## config.mk

```make
export PLATFORM = sky130hd
export DESIGN_NAME = player_dram_ctrl_flat
export DESIGN_NICKNAME = d
export VERILOG_FILES = /design/src/rtl/player_dram_ctrl_if.sv /design/src/rtl/player_dram_ctrl.sv /design/src/flat_wrapper.sv
export SDC_FILE = /design/constraint.sdc
export NUM_CORES = 1
export LEC_CHECK = 0
export CAP_MARGIN = 20
export CORE_AREA = 8 8 164 166
export CTS_CLUSTER_SIZE = 16
export DETAILED_ROUTE_END_ITERATION = 12
export DIE_AREA = 0 0 172 174
export PLACE_DENSITY_LB_ADDON = 0.1
export SLEW_MARGIN = 20
export SYNTH_ARGS = -nofsm -noshare
export SYNTH_HDL_FRONTEND = slang
export SYNTH_SLANG_ARGS = --single-unit
```

## constraint.sdc

```tcl
create_clock -name clk -period 8.68 [get_ports clk]
set_input_delay 0.868 -clock clk [delete_from_list [all_inputs] [get_ports clk]]
set_output_delay 0.868 -clock clk [all_outputs]
set_load 0.01 [all_outputs]
```

## src/rtl/player_dram_ctrl_if.sv

```systemverilog
// AXI-lite DRAM port shared by the player-record read and write-back paths.
// The controller drives it through the master modport; the DRAM bridge uses slave.
interface player_dram_ctrl_if;
    logic        ar_valid;
    logic [16:0] ar_addr;
    logic        ar_ready;
    logic        r_valid;
    logic [95:0] r_data;
    logic [1:0]  r_resp;
    logic        r_ready;
    logic        aw_valid;
    logic [16:0] aw_addr;
    logic        aw_ready;
    logic        w_valid;
    logic [95:0] w_data;
    logic        w_ready;
    logic        b_valid;
    logic [1:0]  b_resp;
    logic        b_ready;

    modport master (
        output ar_valid, ar_addr, r_ready, aw_valid, aw_addr, w_valid, w_data, b_ready,
        input  ar_ready, r_valid, r_data, r_resp, aw_ready, w_ready, b_valid, b_resp
    );

    modport slave (
        input  ar_valid, ar_addr, r_ready, aw_valid, aw_addr, w_valid, w_data, b_ready,
        output ar_ready, r_valid, r_data, r_resp, aw_ready, w_ready, b_valid, b_resp
    );
endinterface

```

## src/rtl/player_dram_ctrl.sv

```systemverilog
// Player-record DRAM sequencer: on-demand record fetch plus a one-entry write-back
// buffer that drains in the background and forwards its contents to matching reads.
module player_dram_ctrl #(
    parameter logic [16:0] BASE_ADDR = 17'h10000,
    parameter int unsigned REC_BYTES = 12
) (
    input  logic               clk,
    input  logic               rst_n,
    input  logic               rd_req_i,
    input  logic [7:0]         rd_player_i,
    output logic               rd_valid_o,
    output logic [88:0]        rd_data_o,
    input  logic               wb_req_i,
    input  logic [7:0]         wb_player_i,
    input  logic [88:0]        wb_data_i,
    output logic               wb_ready_o,
    output logic               busy_o,
    player_dram_ctrl_if.master dram
);
    typedef enum logic [2:0] {S_IDLE, S_AR, S_R, S_AW, S_W, S_B} state_e;

    state_e       state_q, state_d;
    logic         rd_pend_q, rd_pend_d;
    logic [7:0]   rd_pl_q, rd_pl_d;
    logic         rd_valid_q, rd_valid_d;
    logic [88:0]  rd_data_q, rd_data_d;
    logic [16:0]  ar_addr_q, ar_addr_d;
    logic [16:0]  aw_addr_q, aw_addr_d;
    logic         full_q, full_d;
    logic [7:0]   buf_pl_q, buf_pl_d;
    logic [88:0]  buf_dat_q, buf_dat_d;

    logic         rd_busy, rd_acc, rd_act, wb_acc, buf_full_eff, hit;
    logic [7:0]   rd_pl, buf_pl_eff;
    logic [88:0]  buf_dat_eff;
    logic         unused_ok;

    function automatic logic [16:0] rec_addr(input logic [7:0] player);
        return BASE_ADDR + 17'(REC_BYTES) * {9'd0, player};
    endfunction

    // A write accepted this cycle is visible to a read in the same cycle, so a
    // same-player request pair forwards the fresh write data.
    assign rd_busy      = rd_pend_q || (state_q == S_AR) || (state_q == S_R);
    assign rd_acc       = rd_req_i && !rd_busy;
    assign rd_act       = rd_acc || rd_pend_q;
    assign rd_pl        = rd_acc ? rd_player_i : rd_pl_q;
    assign wb_acc       = wb_req_i && !full_q;
    assign buf_full_eff = full_q || wb_acc;
    assign buf_pl_eff   = full_q ? buf_pl_q : wb_player_i;
    assign buf_dat_eff  = full_q ? buf_dat_q : wb_data_i;
    assign hit          = rd_act && buf_full_eff && (buf_pl_eff == rd_pl);

    always_comb begin
        // NOTE: every variable gets its hold/default value first so no path infers a latch.
        state_d    = state_q;
        rd_pend_d  = rd_pend_q;
        rd_pl_d    = rd_pl_q;
        rd_valid_d = 1'b0;
        rd_data_d  = rd_data_q;
        ar_addr_d  = ar_addr_q;
        aw_addr_d  = aw_addr_q;
        full_d     = full_q;
        buf_pl_d   = buf_pl_q;
        buf_dat_d  = buf_dat_q;

        if (wb_acc) begin
            full_d    = 1'b1;
            buf_pl_d  = wb_player_i;
            buf_dat_d = wb_data_i;
        end

        if (hit) begin
            rd_valid_d = 1'b1;
            rd_data_d  = buf_dat_eff;
            rd_pend_d  = 1'b0;
        end else if (rd_acc) begin
            rd_pend_d = 1'b1;
            rd_pl_d   = rd_player_i;
        end

        case (state_q)
            S_IDLE: begin
                if (rd_act && !hit) begin
                    state_d   = S_AR;
                    ar_addr_d = rec_addr(rd_pl);
                    rd_pend_d = 1'b0;
                end else if (buf_full_eff) begin
                    state_d   = S_AW;
                    aw_addr_d = rec_addr(buf_pl_eff);
                end
            end
            S_AR: if (dram.ar_ready) state_d = S_R;
            S_R: begin
                if (dram.r_valid) begin
                    state_d    = S_IDLE;
                    rd_valid_d = 1'b1;
                    rd_data_d  = {dram.r_data[95:16], dram.r_data[11:8], dram.r_data[4:0]};
                end
            end
            S_AW: if (dram.aw_ready) state_d = S_W;
            S_W:  if (dram.w_ready) state_d = S_B;
            S_B: begin
                if (dram.b_valid) begin
                    state_d = S_IDLE;
                    full_d  = 1'b0;
                end
            end
            default: state_d = S_IDLE;
        endcase
    end

    always_ff @(posedge clk or negedge rst_n) begin
        if (!rst_n) begin
            state_q    <= S_IDLE;
            rd_pend_q  <= 1'b0;
            rd_pl_q    <= '0;
            rd_valid_q <= 1'b0;
            rd_data_q  <= '0;
            ar_addr_q  <= '0;
            aw_addr_q  <= '0;
            full_q     <= 1'b0;
            buf_pl_q   <= '0;
            buf_dat_q  <= '0;
        end else begin
            // NOTE: state registers use non-blocking assignment so all update together.
            state_q    <= state_d;
            rd_pend_q  <= rd_pend_d;
            rd_pl_q    <= rd_pl_d;
            rd_valid_q <= rd_valid_d;
            rd_data_q  <= rd_data_d;
            ar_addr_q  <= ar_addr_d;
            aw_addr_q  <= aw_addr_d;
            full_q     <= full_d;
            buf_pl_q   <= buf_pl_d;
            buf_dat_q  <= buf_dat_d;
        end
    end

    assign dram.ar_valid = (state_q == S_AR);
    assign dram.ar_addr  = ar_addr_q;
    assign dram.r_ready  = (state_q == S_R);
    assign dram.aw_valid = (state_q == S_AW);
    assign dram.aw_addr  = aw_addr_q;
    assign dram.w_valid  = (state_q == S_W);
    assign dram.w_data   = {buf_dat_q[88:9], 4'h0, buf_dat_q[8:5], 3'h0, buf_dat_q[4:0]};
    assign dram.b_ready  = (state_q == S_B);

    assign rd_valid_o = rd_valid_q;
    assign rd_data_o  = rd_data_q;
    assign wb_ready_o = !full_q;
    assign busy_o     = (state_q != S_IDLE) || full_q;

    assign unused_ok = ^{dram.r_resp, dram.b_resp, dram.r_data[15:12], dram.r_data[7:5]};

    always @(posedge clk) begin
        if (rst_n) begin
            assert (!(rd_req_i && rd_busy));
            assert (!(wb_req_i && full_q));
        end
    end
endmodule
```

## src/flat_wrapper.sv

```systemverilog
// flat-port wrapper written by rule: the top's interface ports become plain ports
module player_dram_ctrl_flat 
#(
    parameter logic [16:0] BASE_ADDR = 17'h10000,
    parameter int unsigned REC_BYTES = 12
)
  (clk, rst_n, rd_req_i, rd_player_i, rd_valid_o, rd_data_o, wb_req_i, wb_player_i, wb_data_i, wb_ready_o, busy_o, dram_ar_valid, dram_ar_addr, dram_r_ready, dram_aw_valid, dram_aw_addr, dram_w_valid, dram_w_data, dram_b_ready, dram_ar_ready, dram_r_valid, dram_r_data, dram_r_resp, dram_aw_ready, dram_w_ready, dram_b_valid, dram_b_resp);
  player_dram_ctrl_if dram_i ();
  input  logic clk;
  input  logic rst_n;
  input  logic rd_req_i;
  input  logic [7:0] rd_player_i;
  output logic rd_valid_o;
  output logic [88:0] rd_data_o;
  input  logic wb_req_i;
  input  logic [7:0] wb_player_i;
  input  logic [88:0] wb_data_i;
  output logic wb_ready_o;
  output logic busy_o;
  output wire logic [$bits(dram_i.ar_valid)-1:0] dram_ar_valid;
  output wire logic [$bits(dram_i.ar_addr)-1:0] dram_ar_addr;
  output wire logic [$bits(dram_i.r_ready)-1:0] dram_r_ready;
  output wire logic [$bits(dram_i.aw_valid)-1:0] dram_aw_valid;
  output wire logic [$bits(dram_i.aw_addr)-1:0] dram_aw_addr;
  output wire logic [$bits(dram_i.w_valid)-1:0] dram_w_valid;
  output wire logic [$bits(dram_i.w_data)-1:0] dram_w_data;
  output wire logic [$bits(dram_i.b_ready)-1:0] dram_b_ready;
  input wire logic [$bits(dram_i.ar_ready)-1:0] dram_ar_ready;
  input wire logic [$bits(dram_i.r_valid)-1:0] dram_r_valid;
  input wire logic [$bits(dram_i.r_data)-1:0] dram_r_data;
  input wire logic [$bits(dram_i.r_resp)-1:0] dram_r_resp;
  input wire logic [$bits(dram_i.aw_ready)-1:0] dram_aw_ready;
  input wire logic [$bits(dram_i.w_ready)-1:0] dram_w_ready;
  input wire logic [$bits(dram_i.b_valid)-1:0] dram_b_valid;
  input wire logic [$bits(dram_i.b_resp)-1:0] dram_b_resp;
  assign dram_ar_valid = dram_i.ar_valid;
  assign dram_ar_addr = dram_i.ar_addr;
  assign dram_r_ready = dram_i.r_ready;
  assign dram_aw_valid = dram_i.aw_valid;
  assign dram_aw_addr = dram_i.aw_addr;
  assign dram_w_valid = dram_i.w_valid;
  assign dram_w_data = dram_i.w_data;
  assign dram_b_ready = dram_i.b_ready;
  assign dram_i.ar_ready = dram_ar_ready;
  assign dram_i.r_valid = dram_r_valid;
  assign dram_i.r_data = dram_r_data;
  assign dram_i.r_resp = dram_r_resp;
  assign dram_i.aw_ready = dram_aw_ready;
  assign dram_i.w_ready = dram_w_ready;
  assign dram_i.b_valid = dram_b_valid;
  assign dram_i.b_resp = dram_b_resp;
  player_dram_ctrl #(.BASE_ADDR(BASE_ADDR), .REC_BYTES(REC_BYTES)) u_core (.clk(clk), .rst_n(rst_n), .rd_req_i(rd_req_i), .rd_player_i(rd_player_i), .rd_valid_o(rd_valid_o), .rd_data_o(rd_data_o), .wb_req_i(wb_req_i), .wb_player_i(wb_player_i), .wb_data_i(wb_data_i), .wb_ready_o(wb_ready_o), .busy_o(busy_o), .dram(dram_i));
endmodule
```

Word-level counts from Yosys, hierarchy flattened --
Index checks and enable logic that the tools add are counted.
Storage, ports and cells: register bits 234, input port bits 214
Cells by class: add/sub/neg operators 2, $mul 2, equality and inequality tests 12, muxes and demuxes 24, bitwise logic cells 1, reduce and logical (&&, ||, !) cells 18
Operators with widths (count):
- 89-bit two-way mux | 4
- 17-bit by 12-bit adder with 17-bit output (first input constant) | 2
- 3-bit two-way mux | 7
- 2-bit by 8-bit multiplier with 10-bit output (first input constant) | 2
- 3-bit one-hot mux with 6 select lines | 1
- 8-bit two-way mux | 2
- 1-bit two-way mux | 10
- 2-bit by 1-bit inequality test with 1-bit output (second input constant) | 5
- 8-bit equality test | 1
- 3-bit by 2-bit equality test with 1-bit output (second input constant) | 2
- 3-bit equality test (second input constant) | 2
- 6-bit AND reduction | 1
- 1-bit logical AND | 5
- 1-bit logical OR | 5
- 3-bit by 1-bit equality test with 1-bit output (second input constant) | 1
- 1-bit zero test | 3
- 3-bit zero test | 1
- 3-bit by 1-bit inequality test with 1-bit output (second input constant) | 1
- 3-bit AND reduction | 1
- 3-bit nonzero test | 1
- 2-bit AND reduction | 1
- 1-bit inverter | 1

Depth between registers and ports, before layout --
Gate-level depths: netlist (run 1).
depth after elaboration 12, mapped depth 15

Least setup slack after synthesis (run 1) --
No wires, ideal clock.
kind input to register, start point input rd_req_i, end point register u_core.ar_addr_q[9], in the netlist u_core.dram.ar_addr[9], setup time 0.125 ns, data arrival time 3.383 ns, required time 8.555 ns, path slack 5.172 ns, stages on the path 13, path buffers 1, path through nor2b_1 -> clkbuf_1 -> o221ai_1 -> or2_2 -> ha_1 -> fa_1 -> a21o_1 -> a21oi_1 -> nor2b_1 -> o21ai_0 -> nand2b_1 -> xor2_1 -> mux2_4
On the way: longest elaborated chain between the ends 7
Ends and longest elaborated chain:
- start, declared | RTL line flat_wrapper.sv:11 | input logic rd_req_i;
- 1-bit logical AND (*) | RTL line player_dram_ctrl.sv:45 | assign rd_acc = rd_req_i && !rd_busy;
- 8-bit two-way mux (*) | RTL line player_dram_ctrl.sv:47 | assign rd_pl = rd_acc ? rd_player_i : rd_pl_q;
- net u_core.rd_pl[1] | RTL line player_dram_ctrl.sv:34 | logic [7:0] rd_pl, buf_pl_eff;
- parallel branches: the longest is 5 deep, another holds 17-bit by 12-bit adder with 17-bit output
- end signal, assigned | RTL line player_dram_ctrl.sv:132 | ar_addr_q <= ar_addr_d;
- end, declared | RTL line player_dram_ctrl.sv:27 | logic [16:0] ar_addr_q, ar_addr_d;
Mark *: on every way through the listed nets, which the timed path passes. A chain may end at the register's enable or synchronous reset.

Final worst setup path (run 1) --
start point input rd_req_i, end point register u_core.ar_addr_q[2], in the netlist u_core.dram.ar_addr[2]
On the way: longest elaborated chain between the ends 7
Ends and longest elaborated chain (RTL line):
- 1-bit logical AND (*) | player_dram_ctrl.sv:45
- parallel branches: the longest is 6 deep, another holds 17-bit by 12-bit adder with 17-bit output
Mark *: on every way between the ends.

==> results of run 1 <==
## routing by layer
metal  wire length, um  vias up  GRT usage  part of all wire
met5                41        -          0            0.0011
met4              1060        6     0.0812             0.029
met3              3500       61     0.0864             0.097
met2             18300      300      0.402              0.51
met1             13300     4308      0.263              0.37
li1                  -     4219          -                 -
## layout by cell type, fill, tap and decap left out, types with 2 or more instances in the layout
cell             instances
nor3_1                  11
xnor2_1                 10
o21a_1                   2
dfrtp_1                221
o221ai_1                 8
fa_1                     2
or2_2                    9
nand4_1                  3
o21bai_1                 2
inv_1                   20
a21o_1                   6
nand4b_1                 7
or3_1                    7
nand3b_1                 7
o21ai_0                101
nor2_1                  20
mux2_4                   8
mux2_2                 200
clkbuf_8                 6
diode_2                  6
clkbuf_16               27
nor2b_1                  6
buf_4                    7
or3b_1                   2
a21oi_1                 17
ha_1                    18
conb_1                  19
clkinv_2                 7
nand2_1                 95
mux2i_1                 95
clkdlybuf4s50_1        409
nand2b_1                 7
o2bb2ai_1                2
clkbuf_1                 5
xor2_1                   5
## final timing paths
check	to	cells after the start
min in group clk	u_core.dram.ar_addr[16]	1
max reg2reg	u_core.dram.ar_addr[2]	8
max in group asynchronous	u_core.buf_dat_q[19]	2
max	u_core.dram.ar_addr[2]	9
min	u_core.dram.aw_addr[11]	1
min reg2reg	u_core.dram.ar_addr[16]	1
## per-stage QoR
step | power, W | setup WS (ns) | hold slack [ns]
final | 0.00607 | 3.97 | 0.393
after global routing | 0.00647 | 3.65 | 0.453
after CTS | 0.00614 | 4.04 | 0.412
after detailed placement | 0.00505 | 3.50 | 0.457
after global placement | 0.00498 | 3.57 | 0.459
after floorplan | 0.00359 | 5.17 | 0.474
## power by group
group	switching (W)	total, W	leakage (nW)	internal (W)
logic	0.00139	0.00316	3.69	0.00178
clock network	0.000430	0.00105	0.409	0.000616
registers	0.000338	0.00186	2.74	0.00152
total	0.00215	0.00607	6.84	0.00391
## cell type report
class | count | area (sq um)
flip-flops and latches | 222 | 5560
clock buffers | 38 | 777
multi-input cells | 681 | 5480
clock inverters | 8 | 42.5
repair buffers | 417 | 4160
well taps | 330 | 413
fillers | 2026 | 8010
diodes | 6 | 15.0
inverters | 20 | 75.1
## registers in the layout, summed over array words and instances (netlist names)
name and cells:
u_core.dram.aw_addr 11, u_core.rd_data_o 89, u_core.buf_pl_q 8, u_core.buf_dat_q 89, u_core.full_q 1, u_core.rd_pl_q 8, u_core.rd_pend_q 1, u_core.dram.ar_addr 11
u_core.rd_valid_o 1, u_core.state_q 3
## kinds of logic after synthesis
logic type | count (synthesis) | synth area share
other cells | 1 | 0.000328
simple gates | 179 | 0.0742
xor+xnor | 16 | 0.0129
flops | 222 | 0.486
mux | 303 | 0.291
buf+inv | 102 | 0.0427
fa+ha+maj | 20 | 0.0232
compound gates | 144 | 0.0700
==> flow_metrics.py, run 1 <==
metrics = {
    "run_status": {
        "run_status": "finished clean",
    },
    "synth": {
        "synthTopCellsByCount": "222 x dfrtp_1, 200 x mux2_2, 102 x o21ai_0, 96 x nand2_1, 95 x mux2i_1",
        "seq_area_frac_synth": 0.486,
        "yosysTopAreaCell": "dfrtp_1",
        "synthCells": 987,
        "post-synth-top-count-cell": "dfrtp_1",
        "synth_edf_count": 0,
        "synthArstFlopShare": 1.00,
        "synth.distinct_cells": 42,
        "synthFlopType": "dfrtp_1",
        "yosys_warnings": 0,
        "synth_top_cell_area_share": 0.486,
        "ys_ff_latch": 222,
        "syn_area_sq_mm": 0.0114,
        "avgSynthCellArea_sq_um": 11.6,
        "ys_top_cells_by_area": "dfrtp_1 49%, mux2_2 20%, mux2i_1 8.3%",
    },
    "worst_setup_path": {
        "crit_chain": "clkdlybuf4s50_1 -> nor2b_1 -> o221ai_1 -> o21ai_0 -> nand4_1 -> nor4_2 -> buf_4 -> or3_1 -> mux2_2",
        "ff2ff_setup_slack_ns": 4.60,
        "criticalPathCategory": "input port to register",
        "end_kind": "register",
        "startpoint": "rd_req_i",
        "worst-path-buf-inv": 2,
        "critPathArrivalTime_ns": 5.11,
        "crit_family": "simple AND/OR/NAND/NOR gates",
        "critPathMaxStageDelay_ns": 0.81,
        "cp_max_fo": 56,
        "crit_required_ns": 9.08,
        "start_kind": "input port",
        "r2r-start": "u_core.rd_pend_q",
        "crit_path_top_delay_cell": "clkdlybuf4s50_1",
    },
    "pwr": {
        "powerDensity_mw_per_mm2": 367,
        "p_leak_nw": 6.84,
        "ir_drop_uv": 194,
    },
    "floorplan": {
        "die_h_um": 174,
        "start_util": 0.466,
        "die_w_um": 172,
        "rows": 58,
        "io_pins": 441,
        "core_sq_mm": 0.0245,
        "die-area_sq_mm": 0.0299,
    },
    "timing": {
        "hold_viol_final": 0,
        "drv_slew": 0,
        "fmax_ghz": 0.213,
        "period_minus_slack_ns": 4.71,
        "fin_crit_sh": 0.542,
        "finalSetupViolations": 0,
        "rsz0062_at_grt": "no",
        "setup_tns_ns": 0,
        "relSlewSlack": 0.354,
        "skew_ns": 0.00635,
        "worst_slew_pin_slew_ns": 0.969,
    },
    "grt": {
        "antenna_found_initial": 9,
        "grt_start_max_net_pins": 100,
        "grt_pass1_wl_um": 54700,
        "grt_usage": 0.235,
        "grt_pass1_vias": 9314,
        "overflow": 0,
    },
    "placement": {
        "dp_cells": 1670,
        "hpwl_um": 26100,
        "numPortBuffers": 410,
        "dpl-instance-area_sq_mm": 0.0157,
        "routabilityCongestion": 0.791,
    },
    "cells_and_area": {
        "finalNonFillerCells": 1722,
        "finalNetCount": 1602,
        "synthToLayoutAreaGrowth_pct": 44.5,
        "fin_util": 0.674,
        "fin_area_sq_mm": 0.0165,
        "drive_above_1_share": 0.196,
    },
    "clock_network": {
        "numClockSinks": 222,
        "cts_repair_resize_count": 0,
        "cts_hold_buf": 0,
        "clockBufferDepth": 3,
        "clk_latency_ns": 0.52,
        "cts_root_buf": "clkbuf_16",
        "postCtsSetupBuffers": 0,
        "clkTransAtPathRegs_ns": 0.06,
        "h-tree-depth": 1,
        "cts_tree": "built",
        "numCtsBuffers": 26,
    },
    "detailed_routing": {
        "via_per_inst": 5.16,
        "drc": 0,
        "wl_per_cell_um": 21.0,
        "ant_nets": 0,
        "drt_wl_total_um": 36200,
        "vias": 8894,
        "first_iter_violations": 422,
        "drtPass1Iterations": 4,
    },
    "worst_hold_path": {
        "hp-class": "input port to asynchronous set/reset pin",
    },
    "run": {
        "cap_violations": 0,
    },
}
No activity file was read; power rests on OpenSTA's default activity.
==> inputs of run 2 (changes only) <==
--- a/config.mk
+++ b/config.mk
@@ -6,10 +6,10 @@
 export NUM_CORES = 1
 export LEC_CHECK = 0
 export CAP_MARGIN = 20
-export CORE_AREA = 8 8 164 166
+export CORE_AREA = 8 8 179 181
 export CTS_CLUSTER_SIZE = 16
 export DETAILED_ROUTE_END_ITERATION = 12
-export DIE_AREA = 0 0 172 174
+export DIE_AREA = 0 0 187 189
 export PLACE_DENSITY_LB_ADDON = 0.1
 export SLEW_MARGIN = 20
 export SYNTH_ARGS = -nofsm -noshare
==> constraint.sdc (replaced) <==
create_clock -name clk -period 3.9 [get_ports clk]
set_input_delay 0.39 -clock clk [delete_from_list [all_inputs] [get_ports clk]]
set_output_delay 0.39 -clock clk [all_outputs]
set_load 0.01 [all_outputs]
==> flow_metrics.py, run 2 (same netlist as run 1, synthesis figures left out) <==
metrics = {
    "grt": {
        "overflow": 0,
        "grt_usage": 0.203,
        "grt_start_max_net_pins": 98,
        "grt_pass1_wl_um": 57100,
        "antenna_found_initial": 3,
        "grt_pass1_vias": 9505,
    },
    "timing": {
        "hold_viol_final": 0,
        "fmax_ghz": 0.273,
        "fin_crit_sh": 0.939,
        "drv_slew": 0,
        "rsz0062_at_grt": "no",
        "period_minus_slack_ns": 3.66,
        "worst_slew_pin_slew_ns": 0.822,
        "skew_ns": 0.0135,
        "finalSetupViolations": 0,
        "relSlewSlack": 0.448,
        "holdWs_ns": 0.384,
        "setup_tns_ns": 0,
    },
    "cells_and_area": {
        "finalNetCount": 1620,
        "synthToLayoutAreaGrowth_pct": 47.8,
        "final_cell_mix": "409 x clkdlybuf4s50_1, 221 x dfrtp_1, 200 x mux2_2",
        "drive_above_1_share": 0.207,
        "final_common_cell": "clkdlybuf4s50_1",
        "fillers": 2574,
    },
    "pwr": {
        "net-switching-power_w": 0.00489,
        "combPwrFrac": 0.516,
        "seq_power_share": 0.294,
        "p_int_w": 0.00900,
        "p_leak_nw": 7.01,
        "powerDensity_mw_per_mm2": 822,
        "ir_drop_uv": 493,
        "switching_share": 0.352,
        "clock_power_share": 0.189,
    },
    "clock_network": {
        "numCtsBuffers": 28,
        "h-tree-depth": 1,
        "clkTransAtPathRegs_ns": 0.06,
        "cts_hold_buf": 1,
        "cts_root_buf": "clkbuf_16",
        "clk_latency_ns": 0.53,
        "postCtsSetupBuffers": 0,
        "cts_tree": "built",
        "cts_repair_resize_count": 0,
        "clockBufferDepth": 3,
        "numClockSinks": 222,
    },
    "worst_setup_path": {
        "criticalPathCategory": "register to register",
        "critPathArrivalTime_ns": 4.07,
        "ff2ff_setup_slack_ns": 0.24,
        "r2r_end": "u_core.dram.ar_addr[9]",
        "rr_worst_depth": 12,
        "start_kind": "register",
        "startpoint": "u_core.state_q[0]",
        "cp_max_fo": 13,
        "end_kind": "register",
        "crit_required_ns": 4.31,
        "r2r-start": "u_core.state_q[0]",
    },
    "floorplan": {
        "core_sq_mm": 0.0292,
        "die_w_um": 187,
        "rows": 63,
        "start_util": 0.391,
        "io_pins": 441,
        "die_h_um": 189,
        "die-area_sq_mm": 0.0353,
    },
    "worst_hold_path": {
        "hp-class": "input port to asynchronous set/reset pin",
    },
    "detailed_routing": {
        "ant_nets": 0,
        "drc": 0,
        "first_iter_violations": 337,
        "drt_wl_total_um": 37200,
        "via_per_inst": 4.96,
        "vias": 8939,
        "drtPass1Iterations": 5,
        "wl_per_cell_um": 20.7,
    },
    "placement": {
        "hpwl_um": 27100,
        "numPortBuffers": 410,
        "routabilityCongestion": 0.789,
    },
    "run_status": {
        "run_status": "finished clean",
    },
    "run": {
        "cap_violations": 0,
    },
}
-- run 2: metal layers --
layer	track usage	share of wire
met5	0	0.00035
met2	0.361	0.51
met3	0.0682	0.074
met4	0.0412	0.014
met1	0.235	0.40
-- run 2: layout make-up --
cell class / count / area (sq um) / share of cell area
multi-input cells: 681 / 5480 / 0.324
clock inverters: 12 / 120 / 0.00711
well taps: 390 / 488 / 0.0289
inverters: 20 / 75.1 / 0.00444
flip-flops and latches: 222 / 5560 / 0.329
diodes: 3 / 7.51 / 0.000444
clock buffers: 40 / 827 / 0.0489
repair buffers: 433 / 4350 / 0.257
-- run 2: through the flow --
stage	instance area [sq um]	instances	power (W)	util	worst slack, ns
final	16900	1801	0.0139	0.578	0.238
after global routing	16900	1800	0.0148	0.578	0.00946
after CTS	16900	1798	0.0141	0.578	0.264
after detailed placement	15900	1745	0.0114	0.545	0.156
after global placement	15900	1745	0.0113	0.545	0.207
after floorplan	11500	1005	0.00799	-	0.815
-- run 2: worst max path at each step --
| stage | endpoint | slack, ns | depth (start not counted) |
|---|---|---|---|
| 2_1_floorplan | u_core.dram.ar_addr[9] | 0.81 | 12 |
| 3_3_place_gp | u_core.dram.ar_addr[9] | 0.21 | 13 |
| 5_1_grt | u_core.dram.ar_addr[9] | 0.009 | 12 |
| 6_report | u_core.dram.ar_addr[9] | 0.24 | 12 |
| 4_1_cts | u_core.dram.ar_addr[9] | 0.26 | 12 |
| 3_5_place_dp | u_core.dram.ar_addr[9] | 0.16 | 13 |
-- run 2: critical path, cell delays in order, from the launching register on --
cell      delay (ns)
dfrtp_1         0.53
xnor2_1         0.74
nor3_1          0.14
or2_2           0.37
ha_1            0.24
fa_1            0.41
a21o_1          0.17
a21oi_1         0.22
nor2b_1         0.07
o21ai_0         0.15
nand2b_1        0.10
xor2_1          0.15
mux2_4          0.26
-- run 2: power groups by stage --
stage               clock network, W  logic (W)  registers, W
finish                       0.00263    0.00717       0.00409
global route                 0.00279    0.00782       0.00424
CTS                          0.00271    0.00730       0.00409
detailed placement                 0    0.00727       0.00410
global placement                   0    0.00721       0.00405
floorplan                          0    0.00357       0.00442
==> inputs of run 3 (changes only) <==
==> constraint.sdc (replaced) <==
create_clock -name clk -period 3.9 [get_ports clk]
set_input_delay 0.39 -clock clk [delete_from_list [all_inputs] [get_ports clk]]
set_output_delay 0.39 -clock clk [all_outputs]
set_load 0.02 [all_outputs]
==> results of run 3 <==
Same layout as run 2 (identical final DEF). Status: finished clean.
Among the figures that moved: total power 0.0139 W -> 0.0146 W; worst IR drop on VDD 493 uV -> 530 uV
